### config.mk
export PLATFORM = sky130hd
export DESIGN_NAME = div_sequencer
export DESIGN_NICKNAME = d
export VERILOG_FILES = /design/src/rtl/div_sequencer.sv
export SDC_FILE = /design/constraint.sdc
export NUM_CORES = 1
export LEC_CHECK = 0
export BUFFER_PORTS_ARGS = -buffer_cell sky130_fd_sc_hd__buf_2
export CORE_MARGIN = 10
export CORE_UTILIZATION = 56
export DETAILED_ROUTE_END_ITERATION = 10
export PLACE_DENSITY = 0.87
export SLEW_MARGIN = 20
export SYNTH_ARGS = -nofsm -noshare
export SYNTH_HDL_FRONTEND = slang
export SYNTH_SLANG_ARGS = --single-unit
### constraint.sdc
create_clock -name clk -period 5 [get_ports clk]
set_input_delay 0.25 -clock clk [delete_from_list [all_inputs] [get_ports clk]]
set_output_delay 0.25 -clock clk [all_outputs]
set_load 0.05 [all_outputs]
### src/rtl/div_sequencer.sv
// Iterative RV32M divide/remainder unit: radix-2 restoring divider with its own
// IDLE/BUSY/DONE control, holding the pipeline while a divide is in flight.
module div_sequencer #(
    parameter int XLEN = 32
) (
    input  logic            clk,
    input  logic            rst,
    input  logic            start,
    input  logic [2:0]      funct3,
    input  logic [XLEN-1:0] op_a,
    input  logic [XLEN-1:0] op_b,
    input  logic            flush,
    output logic            stall,
    output logic            busy,
    output logic            done,
    output logic [XLEN-1:0] result
);

    localparam int CNT_W = $clog2(XLEN) + 1;
    localparam logic [CNT_W-1:0] CNT_INIT = CNT_W'(XLEN);
    localparam logic [CNT_W-1:0] CNT_ONE  = {{(CNT_W-1){1'b0}}, 1'b1};
    localparam logic [XLEN-1:0]  X_ZERO   = {XLEN{1'b0}};
    localparam logic [XLEN-1:0]  X_ONES   = {XLEN{1'b1}};
    localparam logic [XLEN-1:0]  X_ONE    = {{(XLEN-1){1'b0}}, 1'b1};
    localparam logic [XLEN-1:0]  X_MIN    = {1'b1, {(XLEN-1){1'b0}}};

    typedef enum logic [1:0] {
        S_IDLE = 2'b00,
        S_BUSY = 2'b01,
        S_DONE = 2'b10
    } state_e;

    function automatic logic [XLEN-1:0] twos_neg(input logic [XLEN-1:0] v);
        return ~v + X_ONE;
    endfunction

    state_e            state_q, state_d;
    logic [XLEN-1:0]   quo_q, quo_d;
    logic [XLEN-1:0]   rem_q, rem_d;
    logic [XLEN-1:0]   dvs_q, dvs_d;
    logic [CNT_W-1:0]  cnt_q, cnt_d;
    logic              is_rem_q, is_rem_d;
    logic              neg_quo_q, neg_quo_d;
    logic              neg_rem_q, neg_rem_d;
    logic [XLEN-1:0]   result_q, result_d;

    logic              is_signed_s;
    logic              is_rem_s;
    logic              div_zero_s;
    logic              ovf_s;
    logic [XLEN-1:0]   abs_a_s;
    logic [XLEN-1:0]   abs_b_s;
    logic [XLEN:0]     rem_sh_s;
    logic [XLEN:0]     trial_s;
    logic              quo_bit_s;
    logic [XLEN-1:0]   rem_step_s;
    logic [XLEN-1:0]   quo_step_s;
    logic [XLEN-1:0]   quo_fix_s;
    logic [XLEN-1:0]   rem_fix_s;

    // Decode the operation class and the operand-derived special cases.
    always_comb begin
        is_signed_s = 1'b0;
        is_rem_s    = 1'b0;
        case (funct3)
            3'b100: begin is_signed_s = 1'b1; is_rem_s = 1'b0; end
            3'b101: begin is_signed_s = 1'b0; is_rem_s = 1'b0; end
            3'b110: begin is_signed_s = 1'b1; is_rem_s = 1'b1; end
            3'b111: begin is_signed_s = 1'b0; is_rem_s = 1'b1; end
            default: begin is_signed_s = 1'b0; is_rem_s = 1'b0; end
        endcase
        div_zero_s = (op_b == X_ZERO);
        ovf_s      = is_signed_s && (op_a == X_MIN) && (op_b == X_ONES);
        if (is_signed_s && op_a[XLEN-1]) begin
            abs_a_s = twos_neg(op_a);
        end else begin
            abs_a_s = op_a;
        end
        if (is_signed_s && op_b[XLEN-1]) begin
            abs_b_s = twos_neg(op_b);
        end else begin
            abs_b_s = op_b;
        end
    end

    // One restoring step: shift {rem,quo}, trial-subtract with a spare borrow bit.
    always_comb begin
        rem_sh_s  = {rem_q, quo_q[XLEN-1]};
        trial_s   = rem_sh_s - {1'b0, dvs_q};
        quo_bit_s = ~trial_s[XLEN];
        if (quo_bit_s) begin
            rem_step_s = trial_s[XLEN-1:0];
        end else begin
            rem_step_s = rem_sh_s[XLEN-1:0];
        end
        quo_step_s = {quo_q[XLEN-2:0], quo_bit_s};
        if (neg_quo_q) begin
            quo_fix_s = twos_neg(quo_step_s);
        end else begin
            quo_fix_s = quo_step_s;
        end
        if (neg_rem_q) begin
            rem_fix_s = twos_neg(rem_step_s);
        end else begin
            rem_fix_s = rem_step_s;
        end
    end

    // Control FSM next-state and datapath register updates.
    always_comb begin
        state_d   = state_q;
        quo_d     = quo_q;
        rem_d     = rem_q;
        dvs_d     = dvs_q;
        cnt_d     = cnt_q;
        is_rem_d  = is_rem_q;
        neg_quo_d = neg_quo_q;
        neg_rem_d = neg_rem_q;
        result_d  = result_q;
        case (state_q)
            S_IDLE: begin
                if (start && !flush) begin
                    is_rem_d  = is_rem_s;
                    neg_quo_d = is_signed_s && (op_a[XLEN-1] ^ op_b[XLEN-1]);
                    neg_rem_d = is_signed_s && op_a[XLEN-1];
                    if (div_zero_s) begin
                        result_d = is_rem_s ? op_a : X_ONES;
                        state_d  = S_DONE;
                    end else if (ovf_s) begin
                        result_d = is_rem_s ? X_ZERO : op_a;
                        state_d  = S_DONE;
                    end else begin
                        quo_d   = abs_a_s;
                        dvs_d   = abs_b_s;
                        rem_d   = X_ZERO;
                        cnt_d   = CNT_INIT;
                        state_d = S_BUSY;
                    end
                end else begin
                    state_d = S_IDLE;
                end
            end
            S_BUSY: begin
                if (flush) begin
                    state_d = S_IDLE;
                end else begin
                    quo_d = quo_step_s;
                    rem_d = rem_step_s;
                    cnt_d = cnt_q - CNT_ONE;
                    if (cnt_q == CNT_ONE) begin
                        result_d = is_rem_q ? rem_fix_s : quo_fix_s;
                        state_d  = S_DONE;
                    end else begin
                        state_d = S_BUSY;
                    end
                end
            end
            S_DONE: begin
                state_d = S_IDLE;
            end
            default: begin
                state_d = S_IDLE;
            end
        endcase
    end

    // State and datapath registers.
    always_ff @(posedge clk or posedge rst) begin
        if (rst) begin
            state_q   <= S_IDLE;
            quo_q     <= X_ZERO;
            rem_q     <= X_ZERO;
            dvs_q     <= X_ZERO;
            cnt_q     <= {CNT_W{1'b0}};
            is_rem_q  <= 1'b0;
            neg_quo_q <= 1'b0;
            neg_rem_q <= 1'b0;
            result_q  <= X_ZERO;
        end else begin
            state_q   <= state_d;
            quo_q     <= quo_d;
            rem_q     <= rem_d;
            dvs_q     <= dvs_d;
            cnt_q     <= cnt_d;
            is_rem_q  <= is_rem_d;
            neg_quo_q <= neg_quo_d;
            neg_rem_q <= neg_rem_d;
            result_q  <= result_d;
        end
    end

    // Status outputs; a squash suppresses both the hold and a pending done.
    always_comb begin
        busy   = (state_q != S_IDLE);
        result = result_q;
        if (flush) begin
            stall = 1'b0;
            done  = 1'b0;
        end else begin
            stall = ((state_q == S_IDLE) && start) || (state_q == S_BUSY);
            done  = (state_q == S_DONE);
        end
    end

endmodule

==> out/metrics.sh, run 1 <==
SYNTHESIS.AREA_PER_INSTANCE_UM2=7.62
DESIGN_AREA_MM2=0.0129
HTREE_LEVELS=4
PLACED_CELL_AREA_MM2=0.0123
CLK_LATENCY_NS=0.43
POST-DP-HPWL_MM=27.8
SYNTH.CELL_AREA_MM2=0.0117
VDD.IR_DROP.WORST_uV=310
GRT_FIRST_PASS_WIRELENGTH_MM=59.3
GRT_REMAINING_OVERFLOW=0
ROUTE.VIAS.TOTAL=12100
YS_SEQ_AREA_FRAC=0.298
ROUTE.ANTENNA.REMAINING_NETS=0
NUM-NETS-FINAL=1703
SYN_NETS=1644
SETUP_VIOL_COUNT_FINAL=0
FMAXACHIEVABLE_MHz=214
SETUP_REPAIR_AFTER_GLOBAL_ROUTING_MISSED_ITS_MARGIN='no'
POSTSYNTH.ASYNCRESETSHARE=1.00
ANTENNA_CELLS=0
TIMING_HOLD_VIOLATIONS_FINAL=0
CTS.HOLD.BUFFERS_ADDED=0
START_UTIL=0.573
GRT_START_MAX_NET_PINS=100
FLOORPLAN.CORE_AREA_MM2=0.0204
FRACTION_OF_FINAL_LAYOUT_CELLS_SIZED_BEYOND_DRIVE_STRENGTH_1=0.125
OUTCOME='complete, no violations'
CLOCK-SKEW-FINAL_NS=0.00985
SYNTHESIS.YOSYS.WARNINGS=0
FILLERINSTANCES=1731
ROUTED_WIRELENGTH_MM=36.9
CRIT_PATH_MAX_FANOUT=43
SYNTH_TOP_CELLS_BY_AREA='sky130_fd_sc_hd__dfrtp_1 30%, sky130_fd_sc_hd__o21ai_0 8.5%, sky130_fd_sc_hd__nand2_1 6.5%, sky130_fd_sc_hd__a21oi_1 6.1%, sky130_fd_sc_hd__xor2_1 5.4%'
FLOORPLAN.ROWS=52
TRACK_USAGE=0.268
SYNTH_FLOP_CELL='sky130_fd_sc_hd__dfrtp_1'
FIN_TNS_SETUP_NS=0
CTS_NUM_SINKS=139
P_LEAK_nW=5.42
CTS_TREE='built'
YOSYS.CELL_TYPES.COUNT=92
POWER-PER-CELL-AREA_mW_PER_MM2=468
AREAGROWTHSYNTHTOFINISH_PCT=10.5
FP.DIEAREA_MM2=0.0270
PERIOD_NEEDED_NS=4.68
POST_SYNTH_INST_COUNT=1533
STARTPOINT_TYPE_OF_THE_WORST_SETUP_PATH='register'
TRITONCTS.NUM_BUFFERS=17
GPL.FINAL_WEIGHTED_CONGESTION=0.957
DIE_Y_UM=164
FINAL_PERIOD_UTIL=0.937
SETUP.WORST_PATH.END_CLASS='register'
CTS.REPORTEDPATHS.CLKPINSLEW_NS=0.07
AVGVIACOUNTPERCELL=6.47
CTS.ROOT.BUFFER_CELL='sky130_fd_sc_hd__clkbuf_16'
SYNTH_TOP_CELL_BY_AREA='sky130_fd_sc_hd__dfrtp_1'
YS_FF_LATCH=139
TIMING.CRITICAL_PATH.REQUIRED_NS=5.35
WORSTSETUPPATHTYPE='register to register'
DRTITER0DRC=1514
YOSYSTOPAREACELLSHARE=0.298
HOLD_PATH.CLASS='primary input to asynchronous set/reset pin'
ANTENNA_FOUND_INITIAL=0
GRT_PASS1_VIAS=11600
SYNTH-EDFF-COUNT=0
DETAILEDROUTE.FIRSTPASSITERATIONCOUNT=7
MAX_CAP_VIOL_COUNT=0
IO-PIN-COUNT=106
ARRIVAL_NS=5.03
TIMING.FINAL.MAX_SLEW_VIOLATIONS=0
MAX_SLEW.WORST_PIN.SLEW_NS=0.927
COUNT_OF_UNRESOLVED_DRC_VIOLATIONS_AFTER_ROUTING=0
TIMING.MAX_SLEW.REL_SLACK=0.382
IO_PORT_BUFS=105
DIEWIDTH_UM=164
WIRE_PER_INST_UM=19.7
CTS.PATH.MAX_BUFFERS=2
[critical path, cell delays in order, from the launching register on]
cell and delay [ns]:
sky130_fd_sc_hd__dfrtp_1 0.37, sky130_fd_sc_hd__inv_1 0.06, sky130_fd_sc_hd__ha_1 0.21, sky130_fd_sc_hd__fa_1 0.41
sky130_fd_sc_hd__nand2b_1 0.20, sky130_fd_sc_hd__a211oi_2 0.33, sky130_fd_sc_hd__o31ai_2 0.17, sky130_fd_sc_hd__o21ai_1 0.29
sky130_fd_sc_hd__a21o_1 0.26, sky130_fd_sc_hd__and3_4 0.46, sky130_fd_sc_hd__inv_2 0.06, sky130_fd_sc_hd__buf_4 0.28
sky130_fd_sc_hd__a41o_2 0.29, sky130_fd_sc_hd__o22ai_1 0.22, sky130_fd_sc_hd__a21boi_1 0.27, sky130_fd_sc_hd__nand4b_1 0.15
sky130_fd_sc_hd__or3_1 0.35, sky130_fd_sc_hd__a31oi_1 0.20
[stage by stage]
stage                     cells  power, W  hold slack, ns  setup slack, ns   util
after floorplan            1533   0.00391           0.339            0.731      -
after global placement     1843   0.00456           0.456            0.573  0.604
after detailed placement   1843   0.00464           0.466            0.365  0.604
after CTS                  1875   0.00598          0.0592            0.363  0.633
after global routing       1875   0.00639          0.0863           0.0101  0.634
final                      1875   0.00604          0.0150            0.317  0.634
[cells in the mapped netlist, types with 5 or more instances]
cell type and n:
sky130_fd_sc_hd__a211oi_1 12, sky130_fd_sc_hd__a21o_1 12, sky130_fd_sc_hd__a21oi_1 142, sky130_fd_sc_hd__a221oi_1 6, sky130_fd_sc_hd__a22o_1 7, sky130_fd_sc_hd__a31oi_1 22, sky130_fd_sc_hd__and2_1 6, sky130_fd_sc_hd__and3_1 5
sky130_fd_sc_hd__buf_1 8, sky130_fd_sc_hd__clkbuf_1 56, sky130_fd_sc_hd__dfrtp_1 139, sky130_fd_sc_hd__ha_1 39, sky130_fd_sc_hd__inv_1 59, sky130_fd_sc_hd__mux2_2 6, sky130_fd_sc_hd__mux2i_1 21, sky130_fd_sc_hd__nand2_1 202
sky130_fd_sc_hd__nand2b_1 14, sky130_fd_sc_hd__nand3_1 18, sky130_fd_sc_hd__nand4_1 21, sky130_fd_sc_hd__nor2_1 142, sky130_fd_sc_hd__nor2b_1 5, sky130_fd_sc_hd__nor3_1 35, sky130_fd_sc_hd__nor3b_1 6, sky130_fd_sc_hd__nor4_1 13
sky130_fd_sc_hd__o211ai_1 16, sky130_fd_sc_hd__o21a_1 18, sky130_fd_sc_hd__o21ai_0 198, sky130_fd_sc_hd__o21ai_1 10, sky130_fd_sc_hd__o31ai_1 22, sky130_fd_sc_hd__o41ai_1 9, sky130_fd_sc_hd__or3_1 23, sky130_fd_sc_hd__or4_1 10
sky130_fd_sc_hd__xnor2_1 60, sky130_fd_sc_hd__xor2_1 72
[timing repair]
| item | in CTS | in global routing |
|---|---|---|
| setup endpoints to repair | 0 | 5 |
| buffers inserted | 0 | 0 |
| resized for setup | 0 | 2 |
[final cells by class]
type	count	area, µm²	area share
timing repair buffer	120	638	0.0495
sequential	139	3480	0.270
clock buffer	17	425	0.0330
clock inverter	15	175	0.0136
multi-input combinational	1254	7620	0.590
tap	270	338	0.0262
inverter	60	230	0.0178
[sequential cells by signal, summed over array words and instances, names as in the netlist]
signal / cells
is_rem_q: 1
rem_q: 32
dvs_q: 32
cnt_q: 6
result: 32
neg_rem_q: 1
quo_q: 32
neg_quo_q: 1
state_q: 2
[placed cells by master, fill, tap and decap left out, drive strengths merged, types with 18 or more instances in the layout]
master  synthesis  final
a21oi         143    143
a31oi          23     23
buf            18    120
dfrtp         139    139
ha             39     39
inv            60     70
mux2i          21     21
nand2         202    202
nand3          19     19
nand4          21     21
nor2          144    144
nor3           36     36
o21a           18     18
o21ai         208    208
o31ai          23     23
or3            26     26
xnor2          60     60
xor2           72     72
[per-layer routing]
| layer | up-vias | GRT usage | wire, µm |
|---|---|---|---|
| li1 | 5610 | - | - |
| met5 | - | 0 | 0 |
| met1 | 5685 | 0.347 | 14700 |
| met4 | 0 | 0.105 | 1450 |
| met3 | 131 | 0.0468 | 3540 |
| met2 | 700 | 0.438 | 17200 |
[final timing paths]
| check | from | to | slack [ns] | cells after the start |
|---|---|---|---|---|
| min reg2reg | result[0]$_DFFE_PP0P_ | result[0]$_DFFE_PP0P_ | 0.47 | 1 |
| min | rst | quo_q[7]$_DFFE_PP0P_ | 0.02 | 2 |
| min in group clk | flush | state_q[0]$_DFF_PP0_ | 0.08 | 2 |
| max | quo_q[31]$_DFFE_PP0P_ | result[30]$_DFFE_PP0P_ | 0.32 | 17 |
| max reg2reg | quo_q[31]$_DFFE_PP0P_ | result[30]$_DFFE_PP0P_ | 0.32 | 17 |
| max in group asynchronous | rst | dvs_q[11]$_DFFE_PP0P_ | 3.88 | 3 |
[logic make-up after synthesis]
family,synth area share
buffers and inverters,0.0526
xor gates and xnor gates,0.0990
adders and majority gates,0.0435
and+or+nand+nor,0.211
muxes,0.0238
AOI/OAI and AO/OA,0.272
DFF,0.298
[report_power, final]
group          total (W)  internal, W  switching (W)
clock            0.00132     0.000754       0.000568
combinational    0.00286     0.000926        0.00194
sequential       0.00185      0.00148       0.000371
No activity file was read; power rests on OpenSTA's default activity.
==> inputs of run 2 (changes only) <==
--- a/config.mk
+++ b/config.mk
@@ -6,11 +6,13 @@
 export NUM_CORES = 1
 export LEC_CHECK = 0
 export BUFFER_PORTS_ARGS = -buffer_cell sky130_fd_sc_hd__buf_2
+export CELL_PAD_IN_SITES_DETAIL_PLACEMENT = 0
+export CELL_PAD_IN_SITES_GLOBAL_PLACEMENT = 1
 export CORE_MARGIN = 10
-export CORE_UTILIZATION = 56
+export CORE_UTILIZATION = 45
 export DETAILED_ROUTE_END_ITERATION = 10
-export PLACE_DENSITY = 0.87
-export SLEW_MARGIN = 20
+export PLACE_DENSITY = 0.92
+export SLEW_MARGIN = 0
 export SYNTH_ARGS = -nofsm -noshare
 export SYNTH_HDL_FRONTEND = slang
 export SYNTH_SLANG_ARGS = --single-unit
==> out/metrics.sh, run 2 (synthesis gave the netlist of run 1 again) <==
OUTCOME='finished with violations'
FAILED_CHECKS='hold timing'
CLK_LATENCY_NS=0.44  # about the same
USE_MET2=0.368  # -0.0701
ROUTE.ANTENNA.REMAINING_NETS=0  # unchanged
FLOORPLAN.CORE_AREA_MM2=0.0253  # +24%
AVGVIACOUNTPERCELL=6.00  # -7.2%
TRITONCTS.NUM_BUFFERS=17  # unchanged
PERIOD_NEEDED_NS=4.59  # -0.0943 ns
IO_PORT_BUFS=105  # unchanged
SWSHARE=0.466  # -0.0103
GRT_REMAINING_OVERFLOW=0  # unchanged
CTS.REPORTEDPATHS.CLKPINSLEW_NS=0.07  # about the same
HOLDWS_NS=-0.0101  # -0.0251 ns
WIRE_PER_INST_UM=19.8  # +0.82%
POST-DP-HPWL_MM=29.3  # +5.4%
GRT_START_MAX_NET_PINS=103  # +3.0%
POWER-PER-CELL-AREA_mW_PER_MM2=470  # +0.36%
ANTENNA_FOUND_INITIAL=1  # +1
SETUP.WORST_PATH.END_CLASS='register'
MAX_SLEW.WORST_PIN.SLEW_NS=0.996  # +0.0691 ns
GR-USAGE-MET1=0.305  # -0.0416
GRT_FIRST_PASS_WIRELENGTH_MM=61.3  # +3.4%
DIE_Y_UM=181  # +10%
TIMING.MAX_SLEW.REL_SLACK=0.336  # -0.0461
ANTENNA_CELLS=0  # unchanged
COUNT_OF_UNRESOLVED_DRC_VIOLATIONS_AFTER_ROUTING=0  # unchanged
DESIGN_POWER_TOTAL_W=0.00613  # +1.6%
CTS_TREE='built'
FLOORPLAN.ROWS=58  # +12%
ROUTED_WIRELENGTH_MM=38.5  # +4.3%
FRACTION_OF_FINAL_LAYOUT_CELLS_SIZED_BEYOND_DRIVE_STRENGTH_1=0.125  # +0.000232
DETAILEDROUTE.FIRSTPASSITERATIONCOUNT=5  # -2
FMAXACHIEVABLE_MHz=218  # +2.1%
HOLD_PATH.CLASS='primary input to asynchronous set/reset pin'
USE_MET3=0.0372  # -0.00964
AREAGROWTHSYNTHTOFINISH_PCT=11.9
NUM-NETS-FINAL=1708  # +0.29%
MAX_CAP_VIOL_COUNT=0  # unchanged
TIMING.FINAL.MAX_SLEW_VIOLATIONS=0  # unchanged
TIMING.CRITICAL_PATH.REQUIRED_NS=5.30  # -0.05 ns
VDD.IR_DROP.WORST_uV=438  # +41%
GPL.FINAL_WEIGHTED_CONGESTION=0.998  # +4.2%
TRACK_USAGE=0.227  # -0.0411
FP.DIEAREA_MM2=0.0328  # +21%
CTS_NUM_SINKS=139  # unchanged
INTERNAL-POWER_W=0.00327  # +3.6%
FINAL_COMMON_CELL='sky130_fd_sc_hd__nand2_1'
HTREE_LEVELS=4  # unchanged
SETUP_REPAIR_AFTER_GLOBAL_ROUTING_MISSED_ITS_MARGIN='no'
POWER.SHARE.SEQUENTIAL=0.303  # -0.004
FILLERINSTANCES=2463  # +42%
GRT_BUSIEST_LAYER='met2'
STARTPOINT_TYPE_OF_THE_WORST_SETUP_PATH='register'
SWITCHING_POWER_W=0.00286  # -0.58%
CTS.PATH.MAX_BUFFERS=2  # unchanged
SEQUENTIAL_CELL_AREA_MM2=0.00348  # unchanged
POWER.SHARE.CLOCK=0.229  # +0.010
CTS.ROOT.BUFFER_CELL='sky130_fd_sc_hd__clkbuf_16'
DIEWIDTH_UM=181  # +10%
GRT_PASS1_VIAS=11300  # -3.0%
FINAL_PERIOD_UTIL=0.918  # -0.0189
IO-PIN-COUNT=106  # unchanged
ARRIVAL_NS=4.89  # -0.14 ns
MULTI_INPUT_COMB_AREA_MM2=0.00761  # about the same
CTS.HOLD.BUFFERS_ADDED=0  # unchanged
MOST-COMMON-LAYOUT-CELLS='201 x sky130_fd_sc_hd__nand2_1, 198 x sky130_fd_sc_hd__o21ai_0, 141 x sky130_fd_sc_hd__nor2_1, 141 x sky130_fd_sc_hd__a21oi_1, 139 x sky130_fd_sc_hd__dfrtp_1'
TIMING_HOLD_VIOLATIONS_FINAL=1  # +1
COMBINATIONALPOWERSHARE=0.468  # -0.006
DRTITER0DRC=988  # -35%
WORSTSETUPPATHTYPE='register to register'
ROUTE.VIAS.TOTAL=11600  # -4.0%
POST_CTS_BUFFERS=0  # unchanged
CLOCK-SKEW-FINAL_NS=0.00984  # -0.0000156 ns
FIN_TNS_SETUP_NS=0  # unchanged
SETUP_VIOL_COUNT_FINAL=0  # unchanged
P_LEAK_nW=5.48  # +0.99%
CRIT_PATH_MAX_FANOUT=19  # -56%
START_UTIL=0.461  # -0.112
==> run 2: cell types whose count changed in the layout (fill, tap and decap cells not counted), moves of 2 or more <==
cell / delta
sky130_fd_sc_hd__clkinv_4: +3
sky130_fd_sc_hd__inv_8: -2
sky130_fd_sc_hd__buf_12: +2
sky130_fd_sc_hd__buf_4: +2
sky130_fd_sc_hd__inv_6: -6
sky130_fd_sc_hd__bufinv_16: +2
==> run 2: final cells by class <==
type,instances,share of cell area
clock buffer,19,0.0339
clock inverter,13,0.0147
inverter,60,0.0176
multi-input combinational,1255,0.583
sequential,139,0.266
tap,330,0.0316
timing repair buffer,124,0.0531
==> run 2: through the flow <==
step | setup WS, ns | instance area (µm²) | hold slack (ns) | utilization | instances
final | 0.411 | 13100 | -0.0101 | 0.516 | 1940
after detailed placement | 0.402 | 12400 | 0.465 | 0.490 | 1907
after floorplan | 0.731 | 11700 | 0.339 | - | 1533
after global routing | 0.0215 | 13100 | 0.0915 | 0.516 | 1940
after global placement | 0.544 | 12400 | 0.453 | 0.490 | 1907
after CTS | 0.383 | 13100 | 0.0674 | 0.516 | 1939
==> run 2: repair_timing <==
| item | 4_1_cts | 5_1_grt |
|---|---|---|
| hold endpoints to repair | 0 | 0 |
| endpoints found under the setup margin | 0 | 2 |
| gates resized for setup | 0 | 0 |
==> run 2: path summary, 6_finish.rpt <==
kind	from	to	slack [ns]	cells past startpoint
worst max-delay path	quo_q[31]$_DFFE_PP0P_	result[28]$_DFFE_PP0P_	0.41	16
worst min-delay path	rst	quo_q[6]$_DFFE_PP0P_	-0.01	2
worst max register to register	quo_q[31]$_DFFE_PP0P_	result[28]$_DFFE_PP0P_	0.41	16
worst min register to register	result[3]$_DFFE_PP0P_	result[3]$_DFFE_PP0P_	0.48	2
max in group asynchronous	rst	result[11]$_DFFE_PP0P_	3.78	3
min in group clk	flush	state_q[0]$_DFF_PP0_	0.07	2
==> run 2: worst max-delay path: stages, from the launching register on <==
cell,delay (ns)
sky130_fd_sc_hd__dfrtp_1,0.36
sky130_fd_sc_hd__inv_1,0.06
sky130_fd_sc_hd__ha_1,0.22
sky130_fd_sc_hd__fa_1,0.41
sky130_fd_sc_hd__nand2b_1,0.20
sky130_fd_sc_hd__a211oi_2,0.30
sky130_fd_sc_hd__o31ai_1,0.21
sky130_fd_sc_hd__o21ai_1,0.32
sky130_fd_sc_hd__a21o_1,0.33
sky130_fd_sc_hd__and3_4,0.39
sky130_fd_sc_hd__buf_4,0.29
sky130_fd_sc_hd__mux2i_1,0.39
sky130_fd_sc_hd__a21bo_2,0.27
sky130_fd_sc_hd__o41ai_1,0.34
sky130_fd_sc_hd__xnor2_1,0.13
sky130_fd_sc_hd__a31oi_1,0.18
sky130_fd_sc_hd__o21ai_1,0.07
==> run 2: layer usage <==
layer  routed length (µm)  vias to the layer above
li1                     -                     5628
met1                17200                     5535
met2                18000                      416
met3                 2470                       66
met4                  794                        0
met5                    0                        -
==> run 2: power groups by stage <==
stage | Combinational [W] | Sequential (W) | Clock (W)
after floorplan | 0.00177 | 0.00214 | 0
after global placement | 0.00279 | 0.00185 | 0
after detailed placement | 0.00283 | 0.00186 | 0
after CTS | 0.00285 | 0.00185 | 0.00141
after global routing | 0.00316 | 0.00190 | 0.00145
final | 0.00287 | 0.00186 | 0.00140
==> inputs of run 3 (changes only) <==
--- a/config.mk
+++ b/config.mk
@@ -8,6 +8,7 @@
 export BUFFER_PORTS_ARGS = -buffer_cell sky130_fd_sc_hd__buf_2
 export CELL_PAD_IN_SITES_DETAIL_PLACEMENT = 0
 export CELL_PAD_IN_SITES_GLOBAL_PLACEMENT = 1
+export CORE_ASPECT_RATIO = 0.8
 export CORE_MARGIN = 10
 export CORE_UTILIZATION = 45
 export DETAILED_ROUTE_END_ITERATION = 10
==> out/metrics.sh, run 3 (synthesis gave the netlist of run 1 again) <==
OUTCOME='complete, no violations'
CRIT_PATH_MAX_FANOUT=13  # -6
CLK_LATENCY_NS=0.45  # about the same
TIMING.MAX_SLEW.REL_SLACK=0.444  # +0.108
CTS_NUM_SINKS=139  # unchanged
AVGVIACOUNTPERCELL=6.09  # +1.5%
COMBINATIONALPOWERSHARE=0.466  # -0.002
HOLD_PATH.CLASS='primary input to register'
SETUP_VIOL_COUNT_FINAL=0  # unchanged
PERIOD_NEEDED_NS=4.72  # +0.130 ns
NUM-NETS-FINAL=1711  # +0.18%
FILLERINSTANCES=2480  # +0.69%
CLOCK-SKEW-FINAL_NS=0.0126  # +0.00275 ns
MAX_CAP_VIOL_COUNT=0  # unchanged
CRITICAL_PATH.REG2REG.ENDPOINT='result[30]$_DFFE_PP0P_'
ROUTED_WIRELENGTH_MM=39.1  # +1.6%
FINALCOREUTILIZATION=0.516  # about the same
AREAGROWTHSYNTHTOFINISH_PCT=12.4
POST-PLACE-CELLS=1930  # +1.2%
CTS.PATH.MAX_BUFFERS=2  # unchanged
CTS_TREE='built'
FP.DIEAREA_MM2=0.0328  # +0.12%
ROUTE.VIAS.TOTAL=12000  # +2.7%
DESIGN_AREA_MM2=0.0131  # +0.53%
MOST-COMMON-LAYOUT-CELLS='201 x sky130_fd_sc_hd__nand2_1, 198 x sky130_fd_sc_hd__o21ai_0, 141 x sky130_fd_sc_hd__nor2_1, 141 x sky130_fd_sc_hd__a21oi_1, 139 x sky130_fd_sc_hd__dfrtp_1'
DRTITER0DRC=1201  # +22%
GRT_START_MAX_NET_PINS=75  # -27%
FINAL_PERIOD_UTIL=0.944  # +0.0260
TIMING.CRITICAL_PATH.REQUIRED_NS=5.31  # about the same
R2R_CELLS=19  # +3
POST-DP-HPWL_MM=29.6  # +1.1%
HOLD_END='state_q[0]$_DFF_PP0_'
GRT_PASS1_VIAS=11200  # -0.87%
MAX_SLEW.WORST_PIN.SLEW_NS=0.831  # -0.165 ns
COUNT_OF_UNRESOLVED_DRC_VIOLATIONS_AFTER_ROUTING=0  # unchanged
PLACED_CELL_AREA_MM2=0.0125  # +0.23%
ARRIVAL_NS=5.03  # +0.14 ns
TRACK_USAGE=0.231  # +0.00423
TIMING.HOLD.WORST_PATH_DEPTH=2
MET1_LENGTH_MM=18.4  # +6.8%
HTREE_LEVELS=4  # unchanged
WORSTSETUPPATHTYPE='register to register'
REG2REG_SETUP_SLACK_NS=0.28  # -0.13 ns
SETUP_REPAIR_AFTER_GLOBAL_ROUTING_MISSED_ITS_MARGIN='no'
GPL.FINAL_WEIGHTED_CONGESTION=0.951  # -4.6%
START_UTIL=0.459  # -0.00204
CTS.REPORTEDPATHS.CLKPINSLEW_NS=0.06  # about the same
ANTENNA_CELLS=0  # unchanged
IO-PIN-COUNT=106  # unchanged
TIMING.FINAL.MAX_SLEW_VIOLATIONS=0  # unchanged
MET2_ROUTED_WL_MM=16.5  # -8.3%
WIRE_PER_INST_UM=19.9  # +0.37%
POWER.SHARE.CLOCK=0.234  # +0.005
DIEWIDTH_UM=200  # +10%
TOPROUTINGLAYERUSED='met4'
ROUTE.ANTENNA.REMAINING_NETS=0  # unchanged
FMAXACHIEVABLE_MHz=212  # -2.8%
VDD.IR_DROP.WORST_uV=270  # -38%
STARTPOINT_TYPE_OF_THE_WORST_SETUP_PATH='register'
P_LEAK_nW=5.49  # +0.22%
LAYOUTNONFILLERINSTCOUNT=1964  # +1.2%
INTERNAL-POWER_W=0.00332  # +1.3%
CTS.ROOT.BUFFER_CELL='sky130_fd_sc_hd__clkbuf_16'
POWER.SHARE.SEQUENTIAL=0.300  # -0.003
GRT_REMAINING_OVERFLOW=0  # unchanged
SWSHARE=0.465  # -0.00121
SWITCHING_POWER_W=0.00288  # +0.77%
HOLD_START='flush'
FIN_TNS_SETUP_NS=0  # unchanged
IO_PORT_BUFS=105  # unchanged
TRITONCTS.NUM_BUFFERS=17  # unchanged
DETAILEDROUTE.FIRSTPASSITERATIONCOUNT=7  # +2
DETAILROUTE.WIRELENGTH.MET3_MM=3.79  # +53%
TIMING_HOLD_VIOLATIONS_FINAL=0  # -1
GRT_FIRST_PASS_WIRELENGTH_MM=61.8  # +0.86%
DIE_Y_UM=164  # -9.4%
FINAL_COMMON_CELL='sky130_fd_sc_hd__nand2_1'
FLOORPLAN.ROWS=52  # -10%
POWER-PER-CELL-AREA_mW_PER_MM2=472  # +0.50%
FLOORPLAN.CORE_AREA_MM2=0.0254  # +0.44%
ANTENNA_FOUND_INITIAL=0  # -1
LAUNCH_POINT_OF_THE_WORST_REG_TO_REG_PATH='quo_q[31]$_DFFE_PP0P_'
SETUP.WORST_PATH.END_CLASS='register'
FRACTION_OF_FINAL_LAYOUT_CELLS_SIZED_BEYOND_DRIVE_STRENGTH_1=0.128  # +0.00287
-- run 3: how the worst max path moves through the flow --
stage / from / end / cells after the start
detailed placement: quo_q[31]$_DFFE_PP0P_ / result[27]$_DFFE_PP0P_ / 17
global placement: quo_q[31]$_DFFE_PP0P_ / result[30]$_DFFE_PP0P_ / 17
CTS: quo_q[31]$_DFFE_PP0P_ / result[27]$_DFFE_PP0P_ / 17
global route: quo_q[31]$_DFFE_PP0P_ / result[30]$_DFFE_PP0P_ / 19
floorplan: quo_q[31]$_DFFE_PP0P_ / result[30]$_DFFE_PP0P_ / 21
finish: quo_q[31]$_DFFE_PP0P_ / result[30]$_DFFE_PP0P_ / 19
-- run 3: per-layer routing --
metal | up-vias | track usage
met5 | - | 0
met4 | 0 | 0.0467
met3 | 45 | 0.0406
met2 | 610 | 0.342
met1 | 5665 | 0.344
li1 | 5641 | -
-- run 3: layout make-up --
class / instances / area (µm²) / area share
multi-input combinational: 1255 / 7620 / 0.580
tap: 351 / 439 / 0.0334
inverter: 60 / 230 / 0.0175
sequential: 139 / 3480 / 0.265
clock inverter: 14 / 218 / 0.0166
clock buffer: 18 / 439 / 0.0334
timing repair buffer: 127 / 706 / 0.0537
-- run 3: what timing repair did --
action,in CTS,in global routing
gates resized for setup,0,2
hold buffers,1,0
buffers inserted,0,0
endpoints found under the setup margin,0,7
hold endpoints to repair,66,0
-- run 3: worst max-delay path, cell delays in order, from the launching register on --
cell,delay (ns)
sky130_fd_sc_hd__dfrtp_1,0.36
sky130_fd_sc_hd__inv_1,0.06
sky130_fd_sc_hd__ha_1,0.22
sky130_fd_sc_hd__fa_1,0.41
sky130_fd_sc_hd__nand2b_1,0.20
sky130_fd_sc_hd__a211oi_2,0.35
sky130_fd_sc_hd__o31ai_2,0.18
sky130_fd_sc_hd__o21ai_1,0.30
sky130_fd_sc_hd__a31oi_2,0.27
sky130_fd_sc_hd__and3_4,0.34
sky130_fd_sc_hd__inv_2,0.10
sky130_fd_sc_hd__ha_1,0.17
sky130_fd_sc_hd__nand2b_1,0.17
sky130_fd_sc_hd__nor2_1,0.30
sky130_fd_sc_hd__nand4_1,0.20
sky130_fd_sc_hd__o21ai_0,0.25
sky130_fd_sc_hd__xor2_1,0.16
sky130_fd_sc_hd__nor3_1,0.06
sky130_fd_sc_hd__nor4_1,0.36
sky130_fd_sc_hd__a31oi_1,0.15
-- run 3: per-stage QoR --
| step | total power, W | worst slack, ns | hold WS, ns |
|---|---|---|---|
| finish | 0.00620 | 0.281 | 0.0495 |
| global route | 0.00657 | 0.0134 | 0.0739 |
| CTS | 0.00615 | 0.280 | 0.0386 |
| detailed placement | 0.00469 | 0.362 | 0.406 |
| global placement | 0.00463 | 0.496 | 0.400 |
| floorplan | 0.00391 | 0.731 | 0.339 |
-- run 3: power by group through the flow --
stage / clock network (W) / logic, W / registers [W]
floorplan: 0 / 0.00177 / 0.00214
global placement: 0 / 0.00279 / 0.00185
detailed placement: 0 / 0.00282 / 0.00186
CTS: 0.00145 / 0.00285 / 0.00184
global route: 0.00150 / 0.00316 / 0.00190
finish: 0.00145 / 0.00289 / 0.00186
